`src/rtl/multicycle_control.sv`:
```
// Multi-cycle RV32I main control: sequences FETCH/DECODE/EXEC/MEM/WB over a shared
// memory port with a bounded ready wait, and parks in a sticky FAULT state on errors.
module multicycle_control #(
    parameter int MEM_TIMEOUT    = 15,
    parameter int CNT_W          = 4,
    parameter int CHECK_LOW_BITS = 1
) (
    input  logic        clk,
    input  logic        rst_n,
    input  logic        run,
    input  logic [31:0] instr,
    input  logic        mem_ready,
    input  logic        br_taken,
    output logic        mem_req,
    output logic        mem_we,
    output logic        mem_sel_instr,
    output logic        ir_write,
    output logic        pc_write,
    output logic [1:0]  pc_sel,
    output logic        reg_write,
    output logic [1:0]  wb_sel,
    output logic [1:0]  alu_src_a,
    output logic [1:0]  alu_src_b,
    output logic [1:0]  alu_op,
    output logic        instr_done,
    output logic        fault,
    output logic [2:0]  state
);
    typedef enum logic [2:0] {
        S_IDLE = 3'd0, S_FETCH = 3'd1, S_DECODE = 3'd2, S_EXEC = 3'd3,
        S_MEM = 3'd4, S_WB = 3'd5, S_FAULT = 3'd7
    } state_t;

    localparam logic [4:0] OP_R     = 5'b01100;
    localparam logic [4:0] OP_LOAD  = 5'b00000;
    localparam logic [4:0] OP_STORE = 5'b01000;
    localparam logic [4:0] OP_BR    = 5'b11000;
    localparam logic [4:0] OP_OPIMM = 5'b00100;
    localparam logic [4:0] OP_JAL   = 5'b11011;
    localparam logic [4:0] OP_JALR  = 5'b11001;
    localparam logic [4:0] OP_LUI   = 5'b01101;
    localparam logic [4:0] OP_AUIPC = 5'b00101;

    state_t           r_state;
    logic [CNT_W-1:0] r_cnt;

    logic [4:0] w_op;
    logic       w_r, w_ld, w_st, w_br, w_opimm, w_jal, w_jalr, w_lui, w_auipc;
    logic       w_low_ok, w_legal, w_cnt_max;
    logic       w_unused;

    assign w_op      = instr[6:2];
    assign w_r       = (w_op == OP_R);
    assign w_ld      = (w_op == OP_LOAD);
    assign w_st      = (w_op == OP_STORE);
    assign w_br      = (w_op == OP_BR);
    assign w_opimm   = (w_op == OP_OPIMM);
    assign w_jal     = (w_op == OP_JAL);
    assign w_jalr    = (w_op == OP_JALR);
    assign w_lui     = (w_op == OP_LUI);
    assign w_auipc   = (w_op == OP_AUIPC);
    assign w_low_ok  = (CHECK_LOW_BITS == 0) || (instr[1:0] == 2'b11);
    assign w_legal   = w_low_ok && (w_r | w_ld | w_st | w_br | w_opimm |
                                    w_jal | w_jalr | w_lui | w_auipc);
    assign w_cnt_max = (r_cnt == CNT_W'(MEM_TIMEOUT));
    assign w_unused  = &{1'b0, instr[31:7]};
    assign state     = r_state;

    // Counter is cleared on every entry to FETCH/MEM so each access gets a fresh budget.
    always_ff @(posedge clk or negedge rst_n) begin
        if (!rst_n) begin
            r_state <= S_IDLE;
            r_cnt   <= '0;
        end else begin
            case (r_state)
                S_IDLE: if (run) begin
                    r_state <= S_FETCH;
                    r_cnt   <= '0;
                end
                S_FETCH: begin
                    if (mem_ready)      r_state <= S_DECODE;
                    else if (w_cnt_max) r_state <= S_FAULT;
                    else                r_cnt   <= r_cnt + CNT_W'(1);
                end
                S_DECODE: r_state <= w_legal ? S_EXEC : S_FAULT;
                S_EXEC: begin
                    if (w_br) begin
                        r_state <= run ? S_FETCH : S_IDLE;
                        r_cnt   <= '0;
                    end else if (w_ld || w_st) begin
                        r_state <= S_MEM;
                        r_cnt   <= '0;
                    end else begin
                        r_state <= S_WB;
                    end
                end
                S_MEM: begin
                    if (mem_ready) begin
                        if (w_st) begin
                            r_state <= run ? S_FETCH : S_IDLE;
                            r_cnt   <= '0;
                        end else begin
                            r_state <= S_WB;
                        end
                    end else if (w_cnt_max) begin
                        r_state <= S_FAULT;
                    end else begin
                        r_cnt <= r_cnt + CNT_W'(1);
                    end
                end
                S_WB: begin
                    r_state <= run ? S_FETCH : S_IDLE;
                    r_cnt   <= '0;
                end
                S_FAULT: r_state <= S_FAULT;
                default: r_state <= S_FAULT;
            endcase
        end
    end

    always_comb begin
        mem_req       = 1'b0;
        mem_we        = 1'b0;
        mem_sel_instr = 1'b0;
        ir_write      = 1'b0;
        pc_write      = 1'b0;
        pc_sel        = 2'b00;
        reg_write     = 1'b0;
        wb_sel        = 2'b00;
        alu_src_a     = 2'b00;
        alu_src_b     = 2'b00;
        alu_op        = 2'b00;
        instr_done    = 1'b0;
        fault         = 1'b0;
        case (r_state)
            S_FETCH: begin
                mem_req       = 1'b1;
                mem_sel_instr = 1'b1;
                ir_write      = mem_ready;
            end
            S_EXEC: begin
                if (w_br) begin
                    alu_op     = 2'b01;
                    pc_write   = 1'b1;
                    pc_sel     = br_taken ? 2'b01 : 2'b00;
                    instr_done = 1'b1;
                end else if (w_ld || w_st || w_jalr) begin
                    alu_src_b = 2'b01;
                end else if (w_r) begin
                    alu_op = 2'b10;
                end else if (w_opimm) begin
                    alu_src_b = 2'b01;
                    alu_op    = 2'b11;
                end else if (w_lui) begin
                    alu_src_a = 2'b10;
                    alu_src_b = 2'b01;
                end else if (w_auipc) begin
                    alu_src_a = 2'b01;
                    alu_src_b = 2'b01;
                end
            end
            S_MEM: begin
                mem_req    = 1'b1;
                mem_we     = w_st;
                pc_write   = w_st && mem_ready;
                instr_done = w_st && mem_ready;
            end
            S_WB: begin
                reg_write  = 1'b1;
                pc_write   = 1'b1;
                instr_done = 1'b1;
                wb_sel     = w_ld ? 2'b01 : ((w_jal || w_jalr) ? 2'b10 : 2'b00);
                pc_sel     = w_jal ? 2'b01 : (w_jalr ? 2'b10 : 2'b00);
            end
            S_FAULT: fault = 1'b1;
            default: ;
        endcase
    end
endmodule

```
`config.mk`:
```
export PLATFORM = sky130hd
export DESIGN_NAME = multicycle_control
export DESIGN_NICKNAME = d
export VERILOG_FILES = /design/src/rtl/multicycle_control.sv
export SDC_FILE = /design/constraint.sdc
export NUM_CORES = 1
export LEC_CHECK = 0
export BUFFER_PORTS_ARGS = -buffer_cell sky130_fd_sc_hd__buf_2
export CORE_AREA = 2 2 51 53
export CTS_CLUSTER_SIZE = 10
export DETAILED_ROUTE_END_ITERATION = 10
export DIE_AREA = 0 0 53 55
export MAX_ROUTING_LAYER = met4
export PLACE_DENSITY = 0.76
export RECOVER_POWER = 50
export SYNTH_ARGS = -nofsm -noshare
export SYNTH_HDL_FRONTEND = slang
export SYNTH_SLANG_ARGS = --single-unit
export TNS_END_PERCENT = 5
```
`constraint.sdc`:
```
create_clock -name clk -period 1.4 [get_ports clk]
set_input_delay 0 -clock clk [delete_from_list [all_inputs] [get_ports clk]]
set_output_delay 0 -clock clk [all_outputs]
set_load 0.05 [all_outputs]
```
After elaboration in Yosys (flattened, before gate mapping):

Index checks and enable logic that the tools add are counted.

* $add $sub $neg: 1
* multipliers: 0
* divide/modulo/power cells: 0
* order comparisons: 0
* equal/unequal tests: 20
* shifts and indexed selects: 0
* mux-type cells: 52
* bitwise logic cells: 8
* reduce and logical (&&, ||, !) cells: 10

Operators with widths (number)
* 2-bit 2-to-1 mux: 16
* 4-bit 2-to-1 mux: 7
* 3-bit 2-to-1 mux: 7
* 4-bit case mux with 5 select lines: 1
* 1-bit 2-to-1 mux: 18
* 3-bit case mux with 6 select lines: 1
* 5-bit by 4-bit equality test with 1-bit output, second input constant: 3
* 5-bit equality test, second input constant: 3
* 5-bit by 3-bit equality test with 1-bit output, second input constant: 2
* 3-bit equality test, second input constant: 3
* 1-bit OR: 8
* 3-bit by 2-bit equality test with 1-bit output, second input constant: 2
* 3-bit inequality test, second input constant: 2
* 5-bit logical NOT: 1
* 5-bit AND reduction: 1
* 5-bit nonzero test: 1
* 4-bit by 1-bit adder with 4-bit output, second input constant: 1
* 4-bit equality test, second input constant: 1
* 2-bit inequality test, second input constant: 2
* 2-bit case mux with 2 select lines: 1
* 3-bit by 1-bit equality test with 1-bit output, second input constant: 1
* 3-bit logical NOT: 1
* 1-bit logical OR: 3
* 1-bit case mux with 3 select lines: 1
* 3 further kinds: 4

* bits in registers: 7
* bits in latches: 0
* RAM bits: 0
* memory bits (read-only): 0
* input port bits: 37
* output and inout bits: 21
* word-level logic and storage cells: 93
* memories kept: 0

Logic depth before layout (Yosys ltp):

* word-level depth: 12
* gate-level depth with buffers: 6
* mapped depth without buffers: 5

Worst setup path after synthesis:

OpenSTA, ideal clock, no wires.

* kind: register to output
* start point: reg r_state[0] (netlist: state[0])
* end point: out pc_sel[0]
* arrival time: 2.854 ns
* data required time: 1.400 ns
* slack: -1.454 ns
* cell stages (with the launch flop): 6
* path buffers: 1
* cell sequence: dfrtp_1 -> buf_2 -> inv_1 -> nor2_1 -> and3_1 -> a32o_1

* cells in the longest elaborated chain, start to end: 2
* elaborated cells on any way between the ends: 3

RTL lines
* start, declared: line 44 `state_t r_state;`
* start signal, assigned: line 85 `S_DECODE: r_state <= w_legal ? S_EXEC : S_FAULT;`
* start signal, assigned: line 88 `r_state <= run ? S_FETCH : S_IDLE;`
* start signal, assigned: line 100 `r_state <= run ? S_FETCH : S_IDLE;`
* 3-bit equality test or 3-bit by 2-bit equality test with 1-bit output (tied branches): line 135 `case (r_state)`
* 2-bit case mux with 2 select lines (*): line 135
* end, declared: line 19 `output logic [1:0] pc_sel,`

Mark *: on every way between the ends. The rest lies on a longest branch, timed or not.

Worst setup path after layout:

* start point: reg r_state[1] (netlist: state[1])
* end point: out alu_op[1]

* cells in the longest elaborated chain, start to end: 2

RTL lines
* 3-bit by 2-bit equality test with 1-bit output: line 135
* 2-bit 2-to-1 mux: line 135
* end, declared: line 24 `output logic [1:0] alu_op,`

Every way passes these cells.

==> flow_summary.ini <==
[placed_design]
dp_slack_ns = -0.2377
place_congestion = 0.9482
post-dp-hpwl_mm = 1.985
port_buffers = 31

[layout]
nets = 203
area_growth_pct = 76.37
n_antenna_cell = 0
n_fill_cell = 188
final_util = 0.5963
drive_gt1_frac = 0.5488

[setup_path]
cp.required_ns = 1.40
path_cells = buf_6 > and3b_2 > buf_6 > and2b_2 > and3_4 > buf_6
slowest_delay_ns = 0.41
crit_arrival_ns = 1.62
critPathBufInv = 3
critPathTopFamily = simple AND/OR/NAND/NOR gates
start_kind = register
worst_path_most_repeated_cell = buf_6
timing_worst_setup_path_type = register to output pin
endpoint_kind = output pin
cp_max_fo = 5
slowest_stage = dfrtp_2

[routing]
avgRoutedWirePerCell_um = 15.06
viasPerCell = 5.572
drt-pass1-iter-count = 4
drc = 0
ant_nets = 0
vias = 1081
drtIter0Drc = 27
routed_wl_mm = 2.921

[global_routing]
use_met3 = 0.06720
grt.overflow.total = 0
gr-usage-all-layers = 0.2126
grt_pass1_vias = 1024
grt_pass1_wl_mm = 4.512
antenna_found_initial = 0
grt_max_degree = 11
busiest_layer = met2
globalRouteMet2Util = 0.3458
grt_use_met1 = 0.2565

[clock_network]
cts_tree = done
cts-buffers-inserted = 3
clk-insertion-delay-late_ns = 0.25
clk_pin_slew_ns = 0.05
clk_path_buf_depth = 2
cts.sinks = 7
cts_root_buf = clkbuf_4
htree_levels = 1

[power]
p_comb_frac = 0.816
power.share.switching = 0.5202
power_mw = 3.024
power.internal_mw = 1.451
ir_drop_uv = 1537
power_density_mw_per_mm2 = 2144
p_sw_mw = 1.573
p_seq_frac = 0.123
leakagePower_nw = 0.6614
clkPwrFrac = 0.061

[sta]
fmax_mhz = 616.2
finalMaxSlewViolations = 0
clock_skew_ns = 0.006146
period_share = 1.159
fin_crit_ns = 1.623
hold_viol = 0
rsz0062_at_grt = yes
setup_tns_ns = -2.819
setup_viol = 18
fin_ws_ns = -0.2227

[floorplan]
die_width_um = 53
core-area_mm2 = 0.002365
die_h_um = 55
initial_core_util = 0.3381
die-area_mm2 = 0.002915
row_count = 18
io_pins = 58

[hold_path]
worst_hold_path_type = primary input to register

[logic_synthesis]
yosysTopAreaCell = dfrtp_1
synthTopCellsByArea = dfrtp_1 22%, a21oi_1 6.3%, and3_1 4.7%, nand2_1 4.2%, a31oi_1 3.9%
yosys_warnings = 0
synth_seq_cells = 7
synth_fp_nets = 145
syn-cell-area_um2 = 799.5
synth_top_area_frac = 0.2191
synth_cells = 107
synth_cell_types = 40
syn_area_per_cell_um2 = 7.472
synth-seq-area-share = 0.2191

[run]
max-cap-violations = 0

[run_status]
violations = negative setup slack
status = finished, violations left
[what timing repair did]
item / 4_1_cts / 5_1_grt
setup endpoints to repair: 22 / 23
gates resized for setup: 35 / 11
hold buffers: 1 / 0
pin swaps: 9 / 3
buffers inserted: 5 / 2
endpoints found under the hold margin: 7 / 0
[final cells by class]
cell class / count / area (µm²) / share of cell area
clock buffers: 4 / 26.28 / 0.01863
well taps: 30 / 37.54 / 0.02662
repair buffers: 60 / 479.2 / 0.3398
inverters: 4 / 15.01 / 0.01065
multi-input cells: 89 / 673.1 / 0.4774
flip-flops and latches: 7 / 178.9 / 0.1269
[power groups by stage]
stage | logic, mW | registers (mW) | clock network (mW)
4_1_cts | 2.26 | 0.366 | 0.186
5_1_grt | 2.61 | 0.379 | 0.196
3_3_place_gp | 1.96 | 0.352 | 0
6_report | 2.47 | 0.371 | 0.184
3_5_place_dp | 1.99 | 0.363 | 0
2_1_floorplan | 1.24 | 0.505 | 0
[routing by layer]
metal / share of wire / wire, µm
met5: 0 / 0
met3: 0.065 / 191
met4: 0.024 / 70
met1: 0.42 / 1215
met2: 0.49 / 1444
[tightest hold or removal path: cells and delay by family]
family                 cells  cell delay (ns)
buffers and inverters      1             0.12
AND/OR/NAND/NOR            1             0.08
AO/OA/AOI/OAI              1             0.08
[worst paths after layout]
path	startpoint	end	slack [ns]	cells after the start
max in group asynchronous	rst_n	state[0]	0.91	2
hold / removal	run	state[0]	0.09	3
setup / recovery	state[1]	alu_op[1]	-0.22	6
hold reg to reg	r_cnt[0]	r_cnt[0]	0.61	1
min in group asynchronous	rst_n	r_cnt[2]	0.18	2
setup reg to reg	state[1]	r_cnt[1]	-0.20	7
[registers in the layout, summed over array words and instances (netlist names)]
name	cells
state	3
r_cnt	4
[metrics by stage]
step,instances,area [µm²],hold WS (ns)
2_1_floorplan,107,865.8,-0.2956
3_3_place_gp,182,1162,-0.1574
3_5_place_dp,182,1162,-0.1600
4_1_cts,192,1351,0.09073
5_1_grt,194,1410,0.1003
6_report,194,1410,0.08686
[logic make-up (layout without fill, tap and decap cells)]
family	Yosys count	count (layout)	synth area share
and+or+nand+nor	52	52	0.3772
AOI/OAI and AO/OA	34	34	0.3021
xor gates and xnor gates	1	1	0.01096
DFF	7	7	0.2191
adders and majority gates	1	1	0.01565
buffers and inverters	11	68	0.07041
other	1	1	0.004690
[cells in the final DEF, fill, tap and decap left out, types with 2 or more instances in the layout]
cell,count
nor2_1,5
and2_4,2
clkbuf_1,2
clkbuf_4,3
nand3_2,2
buf_4,28
a21oi_1,8
nand2b_1,3
buf_6,12
nand3b_1,2
and3_4,2
nand3_1,2
o22ai_1,2
buf_2,15
and2b_2,2
nor3_2,2
dfrtp_1,4
inv_1,4
and2_1,3
buf_8,3
and3_1,4
nand2b_4,2
dfrtp_2,3
nor2_4,2
nand2_1,9
o21ai_0,4
a31oi_1,5
[synthesized netlist by cell type, drive strengths merged]
cell type and instances:
a21oi 10, nand2 9, dfrtp 7, nor2 7, and3 6, buf 6
a31oi 5, and2 5, nand2b 5, o21ai 5, inv 4, nand3 4
nor3 3, o22ai 3, a32o 2, and2b 2, and3b 2, nand3b 2
nor4 2, a211o 1, a211oi 1, a21boi 1, a22o 1, a311oi 1
clkbuf 1, conb 1, ha 1, nor2b 1, nor3b 1, o211ai 1
o21bai 1, o311a 1, o31ai 1, or2 1, or2b 1, or4 1
xor2 1
Note: power is estimated with default switching activity, not from simulation.
